**config.mk**
```make
export PLATFORM = sky130hd
export DESIGN_NAME = nukv_request_join
export DESIGN_NICKNAME = d
export VERILOG_FILES = /design/src/rtl/nukv_pkg.sv /design/src/rtl/nukv_value_serializer.sv /design/src/rtl/nukv_request_join.sv
export SDC_FILE = /design/constraint.sdc
export NUM_CORES = 1
export LEC_CHECK = 0
export ABC_AREA = 1
export CORE_AREA = 2 2 316 318
export CTS_CLUSTER_SIZE = 24
export DETAILED_ROUTE_END_ITERATION = 6
export DIE_AREA = 0 0 318 320
export PLACE_DENSITY = 0.44
export SLEW_MARGIN = 15
export SYNTH_ARGS = -nofsm -noshare
export SYNTH_HDL_FRONTEND = slang
export SYNTH_HIERARCHICAL = 1
export SYNTH_SLANG_ARGS = --single-unit
```
**constraint.sdc**
```tcl
create_clock -name clk -period 1.6 [get_ports clk]
set_input_delay 0.32 -clock clk [delete_from_list [all_inputs] [get_ports clk]]
set_output_delay 0.32 -clock clk [all_outputs]
set_load 0.01 [all_outputs]
```
**src/rtl/nukv_pkg.sv**
```systemverilog
// Shared types and constants for the request join path.
// State encoding, meta field offsets, header magic and debug error codes.
package nukv_pkg;

    typedef enum logic [2:0] {
        ST_IDLE   = 3'd0,
        ST_HEADER = 3'd1,
        ST_PAD    = 3'd2,
        ST_KEY    = 3'd3,
        ST_VALUE  = 3'd4
    } state_t;

    localparam int OPCODE_HI = 95;
    localparam int KEYLEN_HI = 87;
    localparam int VALLEN_HI = 79;

    localparam logic [15:0] NET_MAGIC = 16'hFFFF;

    localparam logic [1:0] ERR_NONE  = 2'd0;
    localparam logic [1:0] ERR_RANGE = 2'd1;
    localparam logic [1:0] ERR_LAST  = 2'd2;

    localparam logic [7:0]  MAX_OPCODE = 8'd5;
    localparam logic [7:0]  MAX_KEYLEN = 8'd2;
    localparam logic [15:0] MAX_VALLEN = 16'd2000;

    function automatic logic range_error(input logic [7:0] opcode,
                                         input logic [7:0] keylen,
                                         input logic [15:0] vallen);
        return (opcode > MAX_OPCODE) || (keylen > MAX_KEYLEN) || (vallen > MAX_VALLEN);
    endfunction

endpackage

```
**src/rtl/nukv_value_serializer.sv**
```systemverilog
// Walks the 64-bit slices of one value word; the top decides when a word is consumed.
// restart returns the slice counter to 0 at the end of a request.
module nukv_value_serializer
    import nukv_pkg::*;
#(
    parameter int VALUE_WIDTH = 512
) (
    input  logic                   clk,
    input  logic                   rst,
    input  logic [VALUE_WIDTH-1:0] value_data,
    input  logic                   step,
    input  logic                   restart,
    output logic [63:0]            slice_data,
    output logic                   last_slice
);

    localparam int SLICES  = VALUE_WIDTH / 64;
    localparam int SLICE_W = (SLICES > 1) ? $clog2(SLICES) : 1;

    logic [SLICE_W-1:0] slice_q;

    always_ff @(posedge clk) begin
        if (rst || restart) begin
            slice_q <= '0;
        end else if (step) begin
            slice_q <= last_slice ? '0 : slice_q + 1'b1;
        end
    end

    assign last_slice = (int'(slice_q) == SLICES - 1);
    assign slice_data = value_data[int'(slice_q) * 64 +: 64];

endmodule

```
**src/rtl/nukv_request_join.sv**
```systemverilog
// Re-serialises meta/key/value streams into 128-bit network beats: header, pad, keys, value slices.
// Define NUKV_REQUEST_JOIN_ERRCHECK_EN to report range and last-mismatch errors on _debug[1:0].
module nukv_request_join
    import nukv_pkg::*;
#(
    parameter int META_WIDTH  = 96,
    parameter int VALUE_WIDTH = 512
) (
    input  logic                   clk,
    input  logic                   rst,
    input  logic [META_WIDTH-1:0]  meta_data,
    input  logic                   meta_valid,
    output logic                   meta_ready,
    input  logic [63:0]            key_data,
    input  logic                   key_valid,
    input  logic                   key_last,
    output logic                   key_ready,
    input  logic [VALUE_WIDTH-1:0] value_data,
    input  logic                   value_valid,
    input  logic                   value_last,
    output logic                   value_ready,
    output logic [127:0]           m_axis_tdata,
    output logic                   m_axis_tvalid,
    output logic                   m_axis_tlast,
    input  logic                   m_axis_tready,
    output logic [3:0]             _debug
);

`ifdef NUKV_REQUEST_JOIN_ERRCHECK_EN
    localparam bit ERRCHECK = 1'b1;
`else
    localparam bit ERRCHECK = 1'b0;
`endif

    state_t       state_q, state_n;
    logic [7:0]   keylen_q, keylen_n, keyleft_q, keyleft_n;
    logic [15:0]  vallen_q, vallen_n, valleft_q, valleft_n;
    logic         pad_q, pad_n;
    logic [127:0] tdata_q, tdata_n;
    logic         tvalid_q, tvalid_n, tlast_q, tlast_n;
    logic [1:0]   err_q, err_n, dbg_state_q;
    logic         advance, ser_step, ser_restart, last_slice;
    logic [63:0]  slice_data;

    wire [7:0]  meta_opcode = meta_data[OPCODE_HI -: 8];
    wire [7:0]  meta_keylen = meta_data[KEYLEN_HI -: 8];
    wire [15:0] meta_vallen = meta_data[VALLEN_HI -: 16];

    assign advance = !tvalid_q || m_axis_tready;

    nukv_value_serializer #(.VALUE_WIDTH(VALUE_WIDTH)) u_serializer (
        .clk        (clk),
        .rst        (rst),
        .value_data (value_data),
        .step       (ser_step),
        .restart    (ser_restart),
        .slice_data (slice_data),
        .last_slice (last_slice)
    );

    always_comb begin
        // NOTE: every signal driven here gets a default first, so no path can infer a latch.
        state_n     = state_q;
        keylen_n    = keylen_q;
        vallen_n    = vallen_q;
        keyleft_n   = keyleft_q;
        valleft_n   = valleft_q;
        pad_n       = pad_q;
        tdata_n     = tdata_q;
        tvalid_n    = tvalid_q;
        tlast_n     = tlast_q;
        err_n       = ERR_NONE;
        meta_ready  = 1'b0;
        key_ready   = 1'b0;
        value_ready = 1'b0;
        ser_step    = 1'b0;
        ser_restart = 1'b0;

        if (advance && !rst) begin
            tvalid_n = 1'b0;
            tlast_n  = 1'b0;
            case (state_q)
                // The header leaves with the meta handshake, so ST_HEADER is never resident.
                ST_IDLE: begin
                    meta_ready = 1'b1;
                    if (meta_valid) begin
                        keylen_n  = meta_keylen;
                        vallen_n  = meta_vallen;
                        keyleft_n = meta_keylen;
                        valleft_n = meta_vallen;
                        pad_n     = 1'b0;
                        tdata_n   = {meta_data[63:0], meta_opcode, meta_keylen,
                                     {8'h00, meta_keylen} + meta_vallen, 16'h0000, NET_MAGIC};
                        tvalid_n  = 1'b1;
                        state_n   = ST_PAD;
                        if (range_error(meta_opcode, meta_keylen, meta_vallen)) err_n = ERR_RANGE;
                    end
                end
                ST_PAD: begin
                    tdata_n  = '0;
                    tvalid_n = 1'b1;
                    if (keylen_q != 8'd0) begin
                        state_n = ST_KEY;
                    end else if (vallen_q != 16'd0) begin
                        state_n = ST_VALUE;
                    end else begin
                        tlast_n = 1'b1;
                        state_n = ST_IDLE;
                    end
                end
                ST_KEY: begin
                    key_ready = !pad_q;
                    if (pad_q || key_valid) begin
                        tdata_n   = {64'h0, pad_q ? 64'h0 : key_data};
                        tvalid_n  = 1'b1;
                        keyleft_n = keyleft_q - 8'd1;
                        if (!pad_q && (key_last != (keyleft_q == 8'd1))) err_n = ERR_LAST;
                        if (!pad_q && key_last && (keyleft_q != 8'd1)) pad_n = 1'b1;
                        if (keyleft_q == 8'd1) begin
                            pad_n = 1'b0;
                            if (vallen_q == 16'd0) begin
                                tlast_n = 1'b1;
                                state_n = ST_IDLE;
                            end else begin
                                state_n = ST_VALUE;
                            end
                        end
                    end
                end
                ST_VALUE: begin
                    // A value word is consumed on its last used slice only.
                    value_ready = !pad_q && (last_slice || (valleft_q == 16'd1));
                    if (pad_q || value_valid) begin
                        tdata_n   = {64'h0, pad_q ? 64'h0 : slice_data};
                        tvalid_n  = 1'b1;
                        ser_step  = 1'b1;
                        valleft_n = valleft_q - 16'd1;
                        if (value_ready && (value_last != (valleft_q == 16'd1))) err_n = ERR_LAST;
                        if (value_ready && value_last && (valleft_q != 16'd1)) pad_n = 1'b1;
                        if (valleft_q == 16'd1) begin
                            pad_n       = 1'b0;
                            tlast_n     = 1'b1;
                            ser_restart = 1'b1;
                            state_n     = ST_IDLE;
                        end
                    end
                end
                default: state_n = ST_IDLE;
            endcase
        end
    end

    always_ff @(posedge clk) begin
        if (rst) begin
            state_q     <= ST_IDLE;
            keylen_q    <= '0;
            vallen_q    <= '0;
            keyleft_q   <= '0;
            valleft_q   <= '0;
            pad_q       <= 1'b0;
            tdata_q     <= '0;
            tvalid_q    <= 1'b0;
            tlast_q     <= 1'b0;
            err_q       <= ERR_NONE;
            dbg_state_q <= '0;
        end else begin
            // NOTE: non-blocking assignments keep every register updating from pre-edge values.
            state_q     <= state_n;
            keylen_q    <= keylen_n;
            vallen_q    <= vallen_n;
            keyleft_q   <= keyleft_n;
            valleft_q   <= valleft_n;
            pad_q       <= pad_n;
            tdata_q     <= tdata_n;
            tvalid_q    <= tvalid_n;
            tlast_q     <= tlast_n;
            err_q       <= ERRCHECK ? err_n : ERR_NONE;
            dbg_state_q <= state_q[1:0];
        end
    end

    assign m_axis_tdata  = tdata_q;
    assign m_axis_tvalid = tvalid_q;
    assign m_axis_tlast  = tlast_q;
    assign _debug        = {dbg_state_q, err_q};

endmodule

```
==> results.json <==
{
  "r2r_start": "u_serializer/slice_q[0]",
  "yosysTopAreaCellShare_pct": 27.5,
  "pwr-share-clk_pct": 13.2,
  "synth_top_area_cell": "nand2_1",
  "period_minus_slack_ps": 2110,
  "clock_skew_ps": 11.6,
  "core_area_um2": 98000,
  "seq_power_share_pct": 19.3,
  "finalMaxSlewViolations": 0,
  "first_pass_iters": 6,
  "clk_path_buf_depth": 2,
  "busiest_layer": "met2",
  "met1_usage_pct": 29.4,
  "track_usage_pct": 23.0,
  "wirelength_mm": 123,
  "synth-simple-area-share_pct": 43.3,
  "intPower_mw": 19.4,
  "cp_cell_sequence": "nor2_4 -> inv_2 -> nor2_4 -> nand2_2 -> nor2_4 -> a21oi_4 -> nor4_2 -> buf_2",
  "final_cell_mix": "clkdlybuf4s50_1, nand2_1, inv_1, nand2_2, buf_4",
  "ys_types": 42,
  "comb_power_share_pct": 67.4,
  "rows": 115,
  "vias_per_cell": 4.32,
  "area_growth_pct": 125,
  "initial_core_util_pct": 16.5,
  "grt_use_met2_pct": 39.5,
  "pre_cts_ws_ps": -845,
  "synthMuxAreaShare_pct": 0,
  "p_per_area_nw_per_um2": 940,
  "worst-r2r-cell-count": 14,
  "port_buffers": 814,
  "maxCapViolCount": 0,
  "start_kind": "flip-flop",
  "switchingPower_mw": 14.8,
  "arrival_ps": 1790,
  "drive_above_1_share_pct": 34.4,
  "cts_inserted_buffers": 17,
  "grt_max_degree": 69,
  "ys_top_cells_by_area": "nand2_1, dfxtp_1, inv_1",
  "grt_pass1_wl_mm": 168,
  "drt_iter0_drc": 1240,
  "antenna_left": 0,
  "netlist_area_um2": 16200,
  "worst_pin_slew_ps": 580,
  "dieWidth_um": 318,
  "whs_ps": 395,
  "synth_adder_area_share_pct": 1.21,
  "rrSetupSlack_ps": -450,
  "endpoint_kind": "primary output",
  "syn_avg_cell_area_um2": 5.29,
  "vdd_drop_max_uv": 737,
  "crit_type": "reg -> out",
  "grt_antenna_before_repair": 32,
  "synth_top_family_by_area": "simple AND/OR/NAND/NOR gates",
  "r2r_end": "m_axis_tdata[47]",
  "ioPinCount": 817,
  "setup_viol": 270,
  "ys_seq_area_share_pct": 23.1,
  "violations": "setup timing",
  "root_buffer": "clkbuf_16",
  "wl_per_cell_um": 22.3,
  "dp_hpwl_mm": 93.3,
  "switching_share_pct": 43.4,
  "clk_transition_reported_paths_ps": 90,
  "clkSinkCount": 187,
  "met3_usage_pct": 4.67,
  "worstPathRequired_ps": 1280,
  "slew-limit-headroom_pct": 61.3,
  "grt-ovfl-total": 0,
  "synth_compound_area_share_pct": 11.7,
  "critical_path.most_common_cell": "nor2_4",
  "dieArea_um2": 102000,
  "crit_path_end": "value_ready",
  "drc": 0,
  "hp-class": "in -> reg",
  "final_common_cell": "clkdlybuf4s50_1",
  "synth-edff-count": 0,
  "nNetsFinal": 4887,
  "gp_congestion": 0.895,
  "clk_latency_ps": 500,
  "timing.final.crit_share_pct": 132,
  "cts_tree": "done",
  "setup.worst_path.start": "valleft_q[4]",
  "die_h_um": 320,
  "htree_levels": 4,
  "status": "finished, violations left",
  "synth_xor_area_share_pct": 0.271,
  "synth-seq-cells": 187,
  "totalPowerFinal_mw": 34.2,
  "ys.flop_type": "dfxtp_1",
  "p_leak_nw": 17.4,
  "worst_slack_ps": -505,
  "hold_violations": 0,
  "rsz0062_at_grt": "yes",
  "critPathMaxStageDelay_ps": 350,
  "grt_pass1_vias": 23300,
  "post-place-cells": 5265,
  "netlist_instances": 3056,
  "crit_fanout": 2,
  "ys_warn_count": 6,
  "fmax_mhz": 475,
  "crit_path_top_delay_cell": "dfxtp_2",
  "finalNonFillerCells": 5505,
  "synthArstFlopShare_pct": 0,
  "dr_total_vias": 23800
}
## worst max-delay path: cells and delay by family (launching register included)
kind / cells / cell delay, ps
simple gates: 5 / 610
buf+inv: 2 / 250
compound gates: 1 / 80
flops: 1 / 350
## what timing repair did
| item | CTS | global route |
|---|---|---|
| gates cloned | 47 | 19 |
| setup buffers | 107 | 87 |
| hold endpoints to repair | 0 | 0 |
| resized for setup | 778 | 705 |
| setup endpoints to repair | 294 | 301 |
| pin swaps | 408 | 477 |
| hold buffers | 0 | 0 |
## stage by stage
step	cell area [um^2]	setup TNS, ps	utilization, %
3_5_place_dp	28000	-94880	28.5
4_1_cts	33300	-58330	34.0
2_1_floorplan	16200	0	-
5_1_grt	36300	-68960	37.1
3_3_place_gp	28000	-93220	28.5
6_report	36300	-48440	37.1
## synthesized netlist by cell type, drive strengths merged, types with 2 or more instances
library cell	n
clkbuf	52
a22oi	17
nor3	12
a22o	12
nand3	375
dfxtp	187
nand4	7
ha	14
or2	3
o31ai	14
xor2	5
o211ai	8
inv	601
a21o	2
nand2	1189
a21oi	175
o21ai	102
nand3b	5
buf	134
nor2	126
a211oi	7
## flip-flops by register name, indices dropped and copies added (netlist names)
name,cells
m_axis_tdata,128
valleft_q,16
vallen_q,16
keyleft_q,8
keylen_q,8
state_q,3
u_serializer/slice_q,3
dbg_state_q,2
m_axis_tlast,1
m_axis_tvalid,1
pad_q,1
## layer usage
layer,wire [um],up-vias
met1,52800,11200
met4,3230,6
met5,34,-
met2,58500,797
met3,8170,150
li1,-,11600
## area by class of cell
class / instances / area (um^2)
fillers: 10500 / 61700
repair buffers: 1301 / 14400
multi-input cells: 2083 / 13600
flip-flops and latches: 187 / 3760
inverters: 601 / 2300
well taps: 1287 / 1610
clock buffers: 17 / 425
clock inverters: 14 / 154
diodes: 14 / 35.0
repair inverters: 1 / 5.00
## logic make-up (layout without fill, tap and decap cells)
| group | Yosys count | in the layout |
|---|---|---|
| other | 1 | 16 |
| xor gates and xnor gates | 5 | 5 |
| AOI/OAI and AO/OA | 342 | 342 |
| and+or+nand+nor | 1719 | 1719 |
| buffers and inverters | 787 | 1934 |
| DFF | 187 | 187 |
| adders and majority gates | 15 | 15 |
## power groups by stage
stage | clock, mW | sequential (mW) | combinational, mW
final | 4.52 | 6.61 | 23.0
after global routing | 4.78 | 6.73 | 24.6
after CTS | 4.65 | 6.56 | 20.8
after detailed placement | 0 | 6.62 | 16.2
after global placement | 0 | 6.63 | 16.2
after floorplan | 0 | 6.91 | 6.58
## worst min path at each step
stage	from	endpoint	depth (start not counted)
4_1_cts	meta_data[24]	m_axis_tdata[88]	3
2_1_floorplan	meta_data[80]	keylen_q[0]	2
3_3_place_gp	m_axis_tdata[79]	m_axis_tdata[79]	2
6_report	meta_data[33]	m_axis_tdata[97]	3
5_1_grt	meta_data[49]	m_axis_tdata[113]	3
3_5_place_dp	m_axis_tdata[70]	m_axis_tdata[70]	2
No activity file was read; power rests on OpenSTA's default activity.
